[src/rtl/sonar_pkg.sv]
// -----------------------------------------------------------------------------
// sonar_pkg
// Shared definitions for the ultrasonic ranging path: FSM state encoding of the
// trigger controller and the default sensor timing constants (1 cycle = 1 us).
// Also used by the downstream echo pulse-width counter.
// -----------------------------------------------------------------------------
package sonar_pkg;

    // Default timing, in clk_1m cycles
    localparam int DEF_TRIG_US      = 10;
    localparam int DEF_PERIOD_US    = 60000;
    localparam int DEF_ECHO_WAIT_US = 1000;
    localparam int DEF_ECHO_MAX_US  = 30000;

    // Trigger controller state encoding
    localparam logic [2:0] ST_IDLE      = 3'd0;
    localparam logic [2:0] ST_TRIG      = 3'd1;
    localparam logic [2:0] ST_WAIT_RISE = 3'd2;
    localparam logic [2:0] ST_WAIT_FALL = 3'd3;
    localparam logic [2:0] ST_HOLDOFF   = 3'd4;

endpackage

[src/rtl/echo_sync.sv]
// -----------------------------------------------------------------------------
// echo_sync
// Two-flop synchronizer for the asynchronous sensor echo plus registered
// rise/fall strobes. A pin change shows up as a one-cycle strobe three clock
// edges later.
// Ports:
//   clk_1m    in   1 MHz clock
//   rst       in   asynchronous active-high reset
//   echo_i    in   raw echo pin (asynchronous)
//   echo_s_o  out  synchronized echo level
//   rise_o    out  one-cycle strobe on synchronized rising edge
//   fall_o    out  one-cycle strobe on synchronized falling edge
// -----------------------------------------------------------------------------
module echo_sync
    import sonar_pkg::*;
(
    input  logic clk_1m,
    input  logic rst,
    input  logic echo_i,
    output logic echo_s_o,
    output logic rise_o,
    output logic fall_o
);

    logic [1:0] sync_q;
    logic       prev_q;
    logic       rise_q;
    logic       fall_q;

    // Synchronizer chain, previous-level flop and registered edge strobes
    always_ff @(posedge clk_1m or posedge rst) begin
        if (rst) begin
            sync_q <= 2'b00;
            prev_q <= 1'b0;
            rise_q <= 1'b0;
            fall_q <= 1'b0;
        end else begin
            sync_q <= {sync_q[0], echo_i};
            prev_q <= sync_q[1];
            rise_q <= sync_q[1] & ~prev_q;
            fall_q <= ~sync_q[1] & prev_q;
        end
    end

    assign echo_s_o = sync_q[1];
    assign rise_o   = rise_q;
    assign fall_o   = fall_q;

endmodule

[src/rtl/sonar_trigger_ctrl.sv]
// -----------------------------------------------------------------------------
// sonar_trigger_ctrl
// Issues the periodic trigger pulse to an HC-SR04-class sensor, supervises the
// returning echo and reports each measurement as valid (done) or invalid
// (timeout). Trigger rises are exactly PERIOD_US cycles apart while enabled.
// Ports:
//   clk_1m   in   1 MHz clock
//   rst      in   asynchronous active-high reset
//   enable   in   level, 1 = run periodic measurements
//   echo     in   raw sensor echo (asynchronous)
//   trig     out  sensor trigger, registered
//   busy     out  high from trigger start until the measurement ends
//   done     out  one-cycle pulse, echo fell inside its window
//   timeout  out  one-cycle pulse, echo missing or too long
// -----------------------------------------------------------------------------
module sonar_trigger_ctrl
    import sonar_pkg::*;
#(
    parameter int TRIG_US      = DEF_TRIG_US,
    parameter int PERIOD_US    = DEF_PERIOD_US,
    parameter int ECHO_WAIT_US = DEF_ECHO_WAIT_US,
    parameter int ECHO_MAX_US  = DEF_ECHO_MAX_US
) (
    input  logic clk_1m,
    input  logic rst,
    input  logic enable,
    input  logic echo,
    output logic trig,
    output logic busy,
    output logic done,
    output logic timeout
);

    localparam int CW = $clog2(PERIOD_US + 1);

    // Terminal counts; all comparisons are equality against these
    localparam logic [CW-1:0] TRIG_LAST = CW'(TRIG_US - 1);
    localparam logic [CW-1:0] WAIT_LAST = CW'(ECHO_WAIT_US - 1);
    localparam logic [CW-1:0] MAX_LAST  = CW'(ECHO_MAX_US - 1);
    localparam logic [CW-1:0] PER_LAST  = CW'(PERIOD_US - 1);
    localparam logic [CW-1:0] CNT_ONE   = CW'(1);

    logic          echo_s;
    logic          echo_rise;
    logic          echo_fall;

    logic [2:0]    state_q,   state_d;
    logic [CW-1:0] per_cnt_q, per_cnt_d;
    logic [CW-1:0] st_cnt_q,  st_cnt_d;
    logic          trig_q,    trig_d;
    logic          busy_q,    busy_d;
    logic          done_q,    done_d;
    logic          timeout_q, timeout_d;

    echo_sync u_echo_sync (
        .clk_1m   (clk_1m),
        .rst      (rst),
        .echo_i   (echo),
        .echo_s_o (echo_s),
        .rise_o   (echo_rise),
        .fall_o   (echo_fall)
    );

    // Next-state and next-output logic of the measurement FSM
    always_comb begin
        state_d   = state_q;
        trig_d    = trig_q;
        busy_d    = busy_q;
        done_d    = 1'b0;
        timeout_d = 1'b0;
        case (state_q)
            ST_IDLE: begin
                // A stuck-high echo blocks the next trigger until it drops
                if (enable && !echo_s) begin
                    state_d = ST_TRIG;
                    trig_d  = 1'b1;
                    busy_d  = 1'b1;
                end else begin
                    state_d = ST_IDLE;
                end
            end
            ST_TRIG: begin
                if (st_cnt_q == TRIG_LAST) begin
                    state_d = ST_WAIT_RISE;
                    trig_d  = 1'b0;
                end else begin
                    state_d = ST_TRIG;
                end
            end
            ST_WAIT_RISE: begin
                if (echo_rise) begin
                    state_d = ST_WAIT_FALL;
                end else if (st_cnt_q == WAIT_LAST) begin
                    state_d   = ST_HOLDOFF;
                    busy_d    = 1'b0;
                    timeout_d = 1'b1;
                end else begin
                    state_d = ST_WAIT_RISE;
                end
            end
            ST_WAIT_FALL: begin
                // Fall is checked first so it wins over the limit in the same cycle
                if (echo_fall) begin
                    state_d = ST_HOLDOFF;
                    busy_d  = 1'b0;
                    done_d  = 1'b1;
                end else if (st_cnt_q == MAX_LAST) begin
                    state_d   = ST_HOLDOFF;
                    busy_d    = 1'b0;
                    timeout_d = 1'b1;
                end else begin
                    state_d = ST_WAIT_FALL;
                end
            end
            ST_HOLDOFF: begin
                if (per_cnt_q == PER_LAST) begin
                    if (enable && !echo_s) begin
                        state_d = ST_TRIG;
                        trig_d  = 1'b1;
                        busy_d  = 1'b1;
                    end else begin
                        state_d = ST_IDLE;
                    end
                end else begin
                    state_d = ST_HOLDOFF;
                end
            end
            default: begin
                state_d = ST_IDLE;
                trig_d  = 1'b0;
                busy_d  = 1'b0;
            end
        endcase
    end

    // Saturating period and in-state counters
    always_comb begin
        if (state_d != state_q) begin
            st_cnt_d = '0;
        end else if (st_cnt_q == PER_LAST) begin
            st_cnt_d = st_cnt_q;
        end else begin
            st_cnt_d = st_cnt_q + CNT_ONE;
        end

        // Period restarts on every trigger rise
        if ((state_d == ST_TRIG) && (state_q != ST_TRIG)) begin
            per_cnt_d = '0;
        end else if (per_cnt_q == PER_LAST) begin
            per_cnt_d = per_cnt_q;
        end else begin
            per_cnt_d = per_cnt_q + CNT_ONE;
        end
    end

    // State, counter and output registers
    always_ff @(posedge clk_1m or posedge rst) begin
        if (rst) begin
            state_q   <= ST_IDLE;
            per_cnt_q <= '0;
            st_cnt_q  <= '0;
            trig_q    <= 1'b0;
            busy_q    <= 1'b0;
            done_q    <= 1'b0;
            timeout_q <= 1'b0;
        end else begin
            state_q   <= state_d;
            per_cnt_q <= per_cnt_d;
            st_cnt_q  <= st_cnt_d;
            trig_q    <= trig_d;
            busy_q    <= busy_d;
            done_q    <= done_d;
            timeout_q <= timeout_d;
        end
    end

    assign trig    = trig_q;
    assign busy    = busy_q;
    assign done    = done_q;
    assign timeout = timeout_q;

endmodule
[config.mk]
export PLATFORM = sky130hd
export DESIGN_NAME = sonar_trigger_ctrl
export DESIGN_NICKNAME = d
export VERILOG_FILES = /design/src/rtl/sonar_pkg.sv /design/src/rtl/echo_sync.sv /design/src/rtl/sonar_trigger_ctrl.sv
export SDC_FILE = /design/constraint.sdc
export NUM_CORES = 1
export LEC_CHECK = 0
export CAP_MARGIN = 20
export CORE_MARGIN = 2
export CORE_UTILIZATION = 40
export DETAILED_ROUTE_END_ITERATION = 8
export GPL_ROUTABILITY_DRIVEN = 1
export GPL_TIMING_DRIVEN = 0
export SYNTH_ARGS = -nofsm -noshare
export SYNTH_HDL_FRONTEND = slang
export SYNTH_HIERARCHICAL = 1
export SYNTH_SLANG_ARGS = --single-unit
[constraint.sdc]
create_clock -name clk_1m -period 2 [get_ports clk_1m]
set_input_delay 0.4 -clock clk_1m [delete_from_list [all_inputs] [get_ports clk_1m]]
set_output_delay 0.4 -clock clk_1m [all_outputs]
set_load 0.01 [all_outputs]
# Word level (Yosys, flattened, before mapping)
# Cells that the tools add are included.
[totals]
register_bits = 44
input_bits = 4
out_inout_bits = 4
wordCells = 75
[classes]
n_addsub = 2
eq_ne = 19
muxes = 30
n_bitwise = 6
reduce_logical = 7
[op_table]
columns = ["op", "n"]
rows = [
  ["two-way mux 16 bit", 4],
  ["adder 16 x 1 -> 16 bit, second input constant", 2],
  ["== test 16 bit, second input constant", 2],
  ["== test 16 x 10 -> 1 bit, second input constant", 1],
  ["== test 16 x 15 -> 1 bit, second input constant", 1],
  ["== test 16 x 4 -> 1 bit, second input constant", 1],
  ["two-way mux 1 bit", 16],
  ["two-way mux 3 bit", 5],
  ["one-hot mux 3 bit (5 select lines)", 1],
  ["inequality test 2 bit, second input constant", 5],
  ["== test 3 x 1 -> 1 bit, second input constant", 2],
  ["== test 3 x 2 -> 1 bit, second input constant", 2],
  ["one-hot mux 1 bit (5 select lines)", 1],
  ["AND reduction 5 bit", 1],
  ["NOT 1 bit", 4],
  ["one-hot mux 1 bit (4 select lines)", 1],
  ["== test 3 bit, second input constant", 1],
  ["logical NOT 3 bit", 1],
  ["inequality test 3 x 1 -> 1 bit, second input constant", 1],
  ["inequality test 3 x 2 -> 1 bit, second input constant", 1],
  ["inequality test 3 bit", 1],
  ["AND reduction 3 bit", 1],
  ["AND 1 bit", 2],
  ["logical AND 1 bit", 2],
  ["5 further kinds", 5],
]

# Logic depth before layout (Yosys ltp)
# Gate-level depths: netlist of the first run.
[depth]
depth_word = 8
ltp_mapped = 9
ltp_nobuf = 8

# Cells and area by module
# Netlist of the first run, hierarchy kept.
[by_module_without_submodules]
columns = ["module", "n_inst", "cells_each", "area_per_inst_um2", "seq_area_each_um2"]
rows = [
  ["sonar_trigger_ctrl", 1, 223, 2119.5, 975.9],
  ["echo_sync", 1, 8, 143.9, 125.1],
]

# Worst setup path after synthesis of the first run
# OpenSTA, ideal clock, no wires.
[synth_path]
path_type = "register -> register"
from = "register st_cnt_q[10]"
to = "register st_cnt_q[9]"
setup_ns = 0.119
arrival_ns = 1.798
required_time_ns = 1.881
slack_ns = 0.083
path_stages_with_launch = 8
n_path_buf = 1
synth_period_minus_slack_ns = 1.917
path_cell_list = "dfrtp_1 or4_1 nor2_1 a31oi_1 a2bb2oi_1 o221ai_2 buf_6 nor2_1"
[synth_between]
elab_chain_cells = 6
word_cells_on_any_way = 13
cone_classes = "6 x eq/ne; 7 x mux"
[synth_lines]
columns = ["item", "line_no", "rtl"]
rows = [
  ["start, declared", "sonar_trigger_ctrl.sv:49", "logic [CW-1:0] st_cnt_q, st_cnt_d;"],
  ["start signal, assigned", "sonar_trigger_ctrl.sv:169", "st_cnt_q <= st_cnt_d;"],
  ["== test 16 x 15 -> 1 bit or == test 16 x 10 -> 1 bit (tied branches)", "sonar_trigger_ctrl.sv:107, sonar_trigger_ctrl.sv:93", ""],
  ["two-way mux 3 bit, on equally long branches", "sonar_trigger_ctrl.sv:107, sonar_trigger_ctrl.sv:93", ""],
  ["two-way mux 3 bit, on equally long branches", "sonar_trigger_ctrl.sv:103, sonar_trigger_ctrl.sv:91", ""],
  ["one-hot mux 3 bit (5 select lines)", "sonar_trigger_ctrl.sv:71", "case (state_q)"],
  ["inequality test 3 bit", "sonar_trigger_ctrl.sv:138", "if (state_d != state_q) begin"],
  ["inequality test 2 bit (no line) or two-way mux 16 bit (tied branches)", "n/a", ""],
]
# Parallel ways exist; a longest one is shown, timed or not.
# A chain may end at the register's enable or synchronous reset.

# Worst setup path in the final report of the first run
[layout_path]
from = "register st_cnt_q[12]"
to = "register st_cnt_q[11]"
# The elaborated chain is that of the path after synthesis.

==> results.tsv, run 1 <==
metric	value	unit
status	finished, violations left	
violations	setup timing	
finish.utilization	52.1	%
vias	1766	
placed_cells	310	
avgSynthCellArea	9.80	sq um
path_clk_slew	0.09	ns
rrSetupSlack	-0.04	ns
drt_iter0_drc	96	
chipWidth	79.2	microns
ir_drop	0.468	mV
dp_hpwl	3010	microns
viasPerCell	5.22	
portBuffers	7	
slew_violations	0	
async_flop_share	100	%
gp_congestion	0.789	
cts_buffers	5	
firstDrtPassIters	4	
worstSkewPairLatency	0.30	ns
grt_pass1_wl	8180	microns
coreArea	0.00547	sq mm
syn_inst	231	
finalWirelength	4800	microns
clock_sinks	44	
total_power	3.17	mW
crit_arrival	2.23	ns
syn_area	0.00226	sq mm
clock_skew	0.00647	ns
grt_setup_unrepaired	yes	
grt_start_max_net_pins	40	
n_antenna_cell	0	
grt_pass1_vias	1767	
slew_headroom	44.3	%
antenna_found_initial	0	
ys.flop_type	dfrtp_1	
cp-end-kind	flip-flop	
ctsHtreeMaxLevel	2	
cp.required	2.19	ns
tritoncts	yes	
fin_crit	2.04	ns
grt_use_total	16.7	%
stdcell_count	338	
finalHoldViolCount	0	
die_area	0.00628	sq mm
ys_seq_area_share	48.6	%
ys_warn_count	6	
wl_per_cell	14.2	microns
r2r-start	st_cnt_q[12]$_DFFE_PP0P_	
hold_slack	0.339	ns
tightest_slew	0.834	ns
reg2reg_depth	8	
final_layout_size_suffix_gt1_share	25.6	%
hp-class	input pin to async pin	
synth_edf_count	0	
start_util	41.4	%
rows	27	
grt_overflow	0	
route.detailed.drc	0	
ys_ff_latch	44	
timing.final.ws_setup	-0.0353	ns
critPathMaxFanout	8	
fmax	491	MHz
path_class	flip-flop to flip-flop	
die_y	79.2	microns
power_density	1110	mW/mm^2
startpoint_type	flip-flop	
r2r_end	st_cnt_q[11]$_DFFE_PP0P_	
ant_nets	0	
ioPinCount	8	
cap_violations	0	
cts_buffer_depth	2	
syn_nets	238	
syn_to_final_growth	25.9	%
setup_viol	14	
yosysUniqueCellTypes	45	
final_nets	272	
root_buffer	clkbuf_8	
fin_crit_sh	102	%
p_leak	1.26	nW
## cells by family (layout without fill, tap and decap cells)
| kind of cell | Yosys count | after routing | share of synthesized area [%] |
|---|---|---|---|
| AO/OA/AOI/OAI | 29 | 29 | 8.79 |
| AND/OR/NAND/NOR | 117 | 117 | 27.5 |
| XOR/XNOR | 23 | 23 | 8.90 |
| flip-flops | 44 | 44 | 48.6 |
| buffers and inverters | 14 | 49 | 4.04 |
| multiplexers | 1 | 1 | 0.442 |
| adder cells (fa/ha/maj) | 3 | 3 | 1.66 |
## worst max-delay path, stage by stage, from the launching register on
cell       delay [ns]
dfrtp_2          0.44
or4_4            0.54
nor2_4           0.17
a31oi_4          0.11
a2bb2oi_4        0.17
o221ai_4         0.19
buf_12           0.16
buf_8            0.11
nor2_1           0.05
## placed cells by master (no fill, tap or decap), types with 2 or more instances in the layout
| cell | n |
|---|---|
| o21ai_0 | 4 |
| nand4_1 | 6 |
| clkbuf_8 | 8 |
| nor2b_1 | 3 |
| xnor2_1 | 8 |
| nand2b_1 | 2 |
| inv_1 | 6 |
| a21oi_1 | 5 |
| and4bb_2 | 2 |
| and2_1 | 2 |
| nor2_2 | 2 |
| nand3_1 | 13 |
| xor2_1 | 15 |
| a21o_1 | 4 |
| nor2_1 | 37 |
| and3_1 | 9 |
| nand2_1 | 18 |
| nor3_1 | 3 |
| buf_6 | 2 |
| dfrtp_2 | 5 |
| o22ai_1 | 3 |
| ha_2 | 2 |
| or3_1 | 2 |
| dfrtp_1 | 39 |
| a211oi_2 | 2 |
| clkdlybuf4s50_1 | 7 |
| buf_4 | 18 |
| a211oi_1 | 2 |
| nand3b_1 | 2 |
## power breakdown
group	total (mW)	internal [mW]	leakage, nW	switching [mW]
registers	1.16	1.04	0.573	0.126
logic	1.42	0.779	0.645	0.644
clock network	0.590	0.281	0.0445	0.309
## synth_stat cells, drive strengths merged (3+ instances only)
cell / count / area, sq um
clkbuf: 3 / 32.5
nor2: 40 / 150
inv: 7 / 26.3
a21o: 4 / 30.0
nand4: 7 / 50.1
o21ai: 4 / 20.0
ha: 3 / 37.5
xnor2: 8 / 70.1
xor2: 15 / 131
nand3: 13 / 65.1
and3: 11 / 70.1
o22ai: 3 / 18.8
nor2b: 3 / 18.8
nand2: 18 / 67.6
a211oi: 4 / 30.0
buf: 4 / 32.5
a21oi: 7 / 35.0
dfrtp: 44 / 1100
nor3: 4 / 20.0
## flip-flops by register name, summed over array words and instances (netlist names)
| name | cells |
|---|---|
| u_echo_sync/fall_o | 1 |
| timeout | 1 |
| state_q | 3 |
| busy | 1 |
| u_echo_sync/rise_o | 1 |
| done | 1 |
| per_cnt_q | 16 |
| st_cnt_q | 16 |
| u_echo_sync/prev_q | 1 |
| trig | 1 |
| u_echo_sync/sync_q | 2 |
## repair_timing
item | in CTS | in global routing
pin swaps | 10 | 8
hold buffers | 0 | 0
gates resized for setup | 26 | 9
endpoints found under the setup margin | 27 | 28
endpoints found under the hold margin | 0 | 0
setup buffers | 10 | 9
gates cloned | 1 | 0
## per-layer routing
layer | vias up | GRT usage, % | part of all wire (%)
li1 | 869 | - | -
met1 | 868 | 21.7 | 47
met2 | 23 | 26.9 | 49
met3 | 6 | 3.64 | 2.8
met4 | 0 | 7.24 | 1.3
met5 | - | 0 | 0
## layout make-up
type                    count  area [sq um]
well taps                  72          90.1
fillers                   515          2620
inverters                   7          26.3
clock inverters             1          7.51
plain buffers               7          71.3
flip-flops and latches     44          1110
multi-input cells         173          1220
repair buffers             27           236
clock buffers               7          86.3
## stage by stage
step / setup slack, ns / TNS (ns) / instance area, sq um
after detailed placement: -0.262 / -3.83 / 2420
final: -0.0353 / -0.363 / 2850
after global routing: -0.109 / -1.48 / 2850
after CTS: -0.0113 / -0.0585 / 2720
after floorplan: 0.0832 / 0 / 2260
after global placement: -0.293 / -15.12 / 2420
## worst max-delay path by stage
stage	startpoint	to	slack, ns	depth (start not counted)
4_1_cts	st_cnt_q[12]$_DFFE_PP0P_	st_cnt_q[9]$_DFFE_PP0P_	-0.01	7
5_1_grt	st_cnt_q[11]$_DFFE_PP0P_	st_cnt_q[7]$_DFFE_PP0P_	-0.11	8
6_report	st_cnt_q[12]$_DFFE_PP0P_	st_cnt_q[11]$_DFFE_PP0P_	-0.04	8
2_1_floorplan	st_cnt_q[10]$_DFFE_PP0P_	st_cnt_q[9]$_DFFE_PP0P_	0.08	7
3_3_place_gp	rst	state_q[2]$_DFF_PP0_	-0.29	2
3_5_place_dp	st_cnt_q[5]$_DFFE_PP0P_	st_cnt_q[5]$_DFFE_PP0P_	-0.26	7
Power figures use the tool's default switching activity.
==> inputs of run 2 (changes only) <==
--- a/config.mk
+++ b/config.mk
@@ -5,6 +5,7 @@
 export SDC_FILE = /design/constraint.sdc
 export NUM_CORES = 1
 export LEC_CHECK = 0
+export ABC_AREA = 1
 export CAP_MARGIN = 20
 export CORE_MARGIN = 2
 export CORE_UTILIZATION = 40
==> results.tsv, run 2 <==
metric	value	unit	change
rrSetupSlack	0.12	ns	+0.16 ns
clock_sinks	44		unchanged
layout_common_cells	58 x nor2_1, 53 x nand2_1, 44 x dfrtp_1		
yosysTopAreaCellShare	43.4	%	-5.3 points
n_antenna_cell	0		unchanged
ys_warn_count	6		unchanged
syn_to_final_growth	11.9	%	
coreArea	0.00624	sq mm	+14%
start_util	40.7	%	-0.68 points
async_flop_share	100	%	unchanged
ys_ff_latch	44		unchanged
dp_slack	0.101	ns	+0.363 ns
post-synth-top-count-cell	nor2_1		
tritoncts	yes		
slew_headroom	45.2	%	+0.91 points
hp-class	input pin to async pin		
fin_crit	1.88	ns	-0.155 ns
fmax	532	MHz	+8.3%
r2r-start	st_cnt_q[0]$_DFFE_PP0P_		
cap_violations	0		unchanged
grt_setup_unrepaired	no		
finish.utilization	45.5	%	-6.6 points
syn_area	0.00254	sq mm	+12%
grt-busiest-layer	met2		
worstSkewPairLatency	0.30	ns	about the same
ys.flop_type	dfrtp_1		
viasPerCell	4.88		-6.6%
final_layout_size_suffix_gt1_share	13.1	%	-13 points
die_y	83.7	microns	+5.6%
use_met2	25.0	%	-1.9 points
rows	29		+7.4%
setup_viol	0		-14
avgSynthCellArea	7.93	sq um	-19%
finalWirelength	4680	microns	-2.5%
top_regs	per_cnt_q (16), st_cnt_q (16), state_q (3)		
crit_arrival	2.06	ns	-0.17 ns
syn_inst	320		+39%
gp_congestion	0.854		+8.2%
ir_drop	1.16	mV	+150%
status	complete, no violations		
synth_edf_count	0		unchanged
cts_buffer_depth	2		unchanged
layout_commonest_cell	nor2_1		
wl_per_cell	11.3	microns	-20%
portBuffers	7		unchanged
synth_commonest_cells	58 x nor2_1, 53 x nand2_1, 44 x dfrtp_1, 44 x inv_1, 29 x nand3_1		
cts_buffers	5		unchanged
route.detailed.drc	0		unchanged
startpoint_type	flip-flop		
grt_overflow	0		unchanged
yosysUniqueCellTypes	29		-36%
ioPinCount	8		unchanged
clock_skew	0.0196	ns	+0.0131 ns
syn_nets	327		+37%
fin_crit_sh	94.0	%	-7.8 points
firstDrtPassIters	5		+1
synth.largest_area_cell	dfrtp_1		
final_nets	343		+26%
grt_start_max_net_pins	40		unchanged
power_density	1050	mW/mm^2	-6.0%
ant_nets	0		unchanged
vias	2020		+14%
timing.final.ws_setup	0.120	ns	+0.155 ns
chipWidth	83.7	microns	+5.6%
drt_iter0_drc	86		-10%
grt_use_total	14.7	%	-2.1 points
critPathMaxFanout	10		+2
grt_pass1_vias	2020		+14%
grt_pass1_wl	8530	microns	+4.3%
finalHoldViolCount	0		unchanged
path_clk_slew	0.09	ns	about the same
hold_slack	0.335	ns	-0.00397 ns
die_area	0.00700	sq mm	+12%
root_buffer	clkbuf_8		
gr-usage-met1	18.8	%	-2.9 points
cp.required	2.18	ns	about the same
path_class	flip-flop to flip-flop		
postLayoutCellArea	0.00284	sq mm	-0.31%
cp-end-kind	flip-flop		
ctsHtreeMaxLevel	2		unchanged
placed_cell_area	0.00271	sq mm	+12%
ys_seq_area_share	43.4	%	-5.3 points
dp_hpwl	3460	microns	+15%
yosys-top-cells-area	dfrtp_1 43%, nor2_1 8.6%, nand2_1 7.8%, inv_1 6.5%, nand3_1 5.7%		
tightest_slew	0.820	ns	-0.0136 ns
critPathLaunch	st_cnt_q[0]$_DFFE_PP0P_		
gr-usage-met3	2.47	%	-1.2 points
slew_violations	0		unchanged
antenna_found_initial	0		unchanged
p_leak	1.29	nW	+2.3%
-- run 2: cell types whose count changed after synthesis, sizes merged, moves of 5 or more --
cell / delta
nor3: +10
nand3: +17
a21oi: -5
inv: +41
o21ai: +6
and3: -11
nor2: +33
nand2: +42
-- run 2: logic make-up (layout without fill, tap and decap cells) --
family                     after synthesis  in the layout  share of synthesized area, %
AOI/OAI and AO/OA                       16             16                          3.94
xor gates and xnor gates                18             18                          6.21
adders and majority gates                3              3                          1.48
buffers and inverters                   51             68                          8.23
DFF                                     44             44                          43.4
muxes                                    1              1                         0.394
and+or+nand+nor                        187            187                          36.4
-- run 2: worst max-delay path, stage by stage (launching register included) --
cell and delay [ns]:
dfrtp_1 0.38, ha_1 0.20, nand3_1 0.15, nor2_2 0.18
nand2_2 0.09, a21oi_4 0.17, nand3_2 0.11, nand2_2 0.07
nand2_2 0.06, nand2_4 0.11, buf_12 0.18, nor2_4 0.03
-- run 2: per-stage QoR --
stage          std cells  setup TNS [ns]  total power [mW]
3_3_place_gp         404           -7.75              2.23
5_1_grt              414               0              3.18
6_report             414               0              2.97
3_5_place_dp         404               0              2.25
2_1_floorplan        320               0              2.02
4_1_cts              412               0              2.99
-- run 2: power breakdown --
group / switching [mW] / total [mW] / internal [mW] / leakage (nW)
registers: 0.137 / 1.17 / 1.03 / 0.588
clock network: 0.319 / 0.728 / 0.409 / 0.0614
logic: 0.682 / 1.08 / 0.397 / 0.641
-- run 2: path summary, 6_finish.rpt --
path                                                    to  cells past startpoint
setup / recovery                  st_cnt_q[12]$_DFFE_PP0P_                     11
hold / removal                u_echo_sync/fall_o$_DFF_PP0_                      2
setup reg to reg                  st_cnt_q[12]$_DFFE_PP0P_                     11
hold reg to reg            u_echo_sync/sync_q[1]$_DFF_PP0_                      0
max in group asynchronous         per_cnt_q[9]$_DFFE_PP0P_                      2
min in group clk_1m        u_echo_sync/sync_q[1]$_DFF_PP0_                      0
-- run 2: cell type report --
cell class | count | area (sq um)
tap | 77 | 96.3
inverter | 49 | 184
clock buffer | 6 | 82.6
timing repair buffer | 9 | 85.1
buffer | 2 | 25.0
fill | 635 | 3400
sequential | 44 | 1100
multi-input combinational | 225 | 1230
clock inverter | 2 | 38.8
-- run 2: layer usage --
| layer | wire length [microns] | part of all wire (%) | vias to the layer above |
|---|---|---|---|
| li1 | - | - | 1043 |
| met1 | 2310 | 49 | 952 |
| met2 | 2240 | 48 | 20 |
| met3 | 86 | 1.8 | 5 |
| met4 | 49 | 1.0 | 0 |
| met5 | 0 | 0 | - |
-- run 2: repair_timing --
action | 4_1_cts | 5_1_grt
setup buffers | 0 | 2
resized for setup | 0 | 0
endpoints found under the setup margin | 0 | 10
hold buffers | 0 | 0
==> inputs of run 3 (changes only) <==
--- a/config.mk
+++ b/config.mk
@@ -7,7 +7,7 @@
 export LEC_CHECK = 0
 export ABC_AREA = 1
 export CAP_MARGIN = 20
-export CORE_MARGIN = 2
+export CORE_MARGIN = 8
 export CORE_UTILIZATION = 40
 export DETAILED_ROUTE_END_ITERATION = 8
 export GPL_ROUTABILITY_DRIVEN = 1
==> results.tsv, run 3 (synthesized netlist as in run 2, its figures left out) <==
metric	value	unit	change
status	complete, no violations		
final_layout_size_suffix_gt1_share	12.5	%	-0.56 points
wl_per_cell	11.7	microns	+3.1%
fillCellCount	646		+1.7%
total_power	2.83	mW	-5.0%
chipWidth	95.7	microns	+14%
pwr-share-seq	41.3	%	+2.0 points
grt_start_max_net_pins	40		unchanged
route.detailed.drc	0		unchanged
hold_buffers	0		unchanged
dp_slack	0.0996	ns	-0.00163 ns
path_class	flip-flop to flip-flop		
grt_pass1_vias	1977		-2.1%
rows	29		unchanged
clock_sinks	44		unchanged
tritoncts	yes		
critPathMaxFanout	10		unchanged
comb_power_share	38.2	%	+2.0 points
viasPerCell	4.86		-0.30%
swShare	39.7	%	+1.4 points
power_density	1010	mW/mm^2	-3.8%
fin_crit	1.86	ns	-0.0247 ns
ioPinCount	8		unchanged
n_antenna_cell	0		unchanged
p_int	1.70	mW	-7.2%
setup_viol	0		unchanged
cts_buffers	5		unchanged
layout_commonest_cell	nor2_1		
placed_cell_area	0.00271	sq mm	unchanged
cp-end-kind	flip-flop		
p_leak	1.27	nW	-1.8%
timing.final.ws_setup	0.145	ns	+0.0247 ns
die_area	0.00915	sq mm	+31%
slew_headroom	45.5	%	+0.25 points
coreArea	0.00624	sq mm	unchanged
dp_hpwl	3520	microns	+1.7%
die_y	95.7	microns	+14%
final_nets	342		-0.29%
reg2reg_depth	11		unchanged
antenna_found_initial	0		unchanged
start_util	40.7	%	unchanged
hp-class	input pin to async pin		
grt_setup_unrepaired	no		
path_clk_slew	0.08	ns	about the same
cp.required	2.18	ns	about the same
gp_congestion	0.818		-4.3%
ant_nets	0		unchanged
grt_use_total	11.8	%	-2.9 points
grt_pass1_wl	8550	microns	+0.25%
drt_iter0_drc	55		-36%
layout_common_cells	58 x nor2_1, 53 x nand2_1, 44 x dfrtp_1		
syn_to_final_growth	10.5	%	
slew_violations	0		unchanged
root_buffer	clkbuf_8		
vias	2009		-0.54%
p_clk_share	20.5	%	-4.0 points
finalWirelength	4820	microns	+2.9%
cp-endpoint	st_cnt_q[13]$_DFFE_PP0P_		
finalHoldViolCount	0		unchanged
fmax	539	MHz	+1.3%
grt_overflow	0		unchanged
portBuffers	7		unchanged
r2r_end	st_cnt_q[13]$_DFFE_PP0P_		
finish.utilization	44.9	%	-0.58 points
startpoint_type	flip-flop		
crit_arrival	2.03	ns	-0.03 ns
critPathLaunch	st_cnt_q[1]$_DFFE_PP0P_		
postLayoutCellArea	0.00281	sq mm	-1.3%
top_regs	per_cnt_q (16), st_cnt_q (16), state_q (3)		
fin_crit_sh	92.8	%	-1.2 points
ctsHtreeMaxLevel	2		unchanged
cts_buffer_depth	2		unchanged
tightest_slew	0.817	ns	-0.00370 ns
worstSkewPairLatency	0.30	ns	about the same
clock_skew	0.0145	ns	-0.00506 ns
ir_drop	1.43	mV	+23%
cap_violations	0		unchanged
switchingPower	1.12	mW	-1.4%
rrSetupSlack	0.14	ns	+0.02 ns
r2r-start	st_cnt_q[1]$_DFFE_PP0P_		
firstDrtPassIters	4		-1
==> run 3: cell types whose count changed in the layout (fill, tap and decap cells not counted), sizes merged <==
cell / previous run / this run
clkinv: 2 / 1
clkbuf: 6 / 8
buf: 4 / 3
bufinv: 1 / 0
==> run 3: worst min-delay path by stage <==
stage / depth (start not counted) / slack (ns) / start / end
after floorplan: 1 / 0.18 / rst / u_echo_sync/fall_o$_DFF_PP0_
after global placement: 0 / 0.33 / u_echo_sync/sync_q[0]$_DFF_PP0_ / u_echo_sync/sync_q[1]$_DFF_PP0_
after detailed placement: 0 / 0.34 / u_echo_sync/sync_q[0]$_DFF_PP0_ / u_echo_sync/sync_q[1]$_DFF_PP0_
after CTS: 2 / 0.34 / rst / u_echo_sync/fall_o$_DFF_PP0_
after global routing: 2 / 0.36 / rst / u_echo_sync/fall_o$_DFF_PP0_
final: 2 / 0.34 / rst / u_echo_sync/fall_o$_DFF_PP0_
==> run 3: metal layers <==
metal | track usage [%] | routed length (microns)
met5 | 0 | 0
met4 | 4.61 | 76
met3 | 2.91 | 134
met2 | 18.8 | 2200
met1 | 15.0 | 2410
==> run 3: power by group through the flow <==
stage / Sequential [mW] / Combinational [mW] / Clock [mW]
floorplan: 1.17 / 0.854 / 0
CTS: 1.17 / 1.07 / 0.605
detailed placement: 1.19 / 1.07 / 0
finish: 1.17 / 1.08 / 0.580
global placement: 1.19 / 1.05 / 0
global route: 1.20 / 1.22 / 0.632
==> run 3: worst max-delay path: stages (launching register included) <==
cell,delay [ns]
dfrtp_1,0.38
ha_1,0.19
nand3_1,0.14
nor2_2,0.18
nand2_2,0.09
a21oi_4,0.18
nand3_2,0.11
nand2_2,0.07
nand2_2,0.06
nand2_4,0.11
buf_12,0.19
nor2_4,0.04
==> run 3: cell type report <==
type                            instances  area [sq um]  share of cell area, %
Clock buffer                            8          90.1                   3.21
Multi-Input combinational cell        225          1230                   43.9
Buffer                                  2          25.0                  0.892
Inverter                               49           184                   6.56
Sequential cell                        44          1100                   39.3
Tap cell                               77          96.3                   3.43
Timing Repair Buffer                    8          77.6                   2.77
==> run 3: what timing repair did <==
action,in CTS,in global routing
setup buffers,0,1
resized for setup,0,1
setup endpoints to repair,0,9
==> run 3: per-stage QoR <==
stage | cells | setup TNS [ns] | hold slack [ns]
after floorplan | 320 | 0 | 0.179
after global placement | 404 | -8.41 | 0.334
after detailed placement | 404 | 0 | 0.337
after CTS | 412 | 0 | 0.339
after global routing | 413 | 0 | 0.363
final | 413 | 0 | 0.342
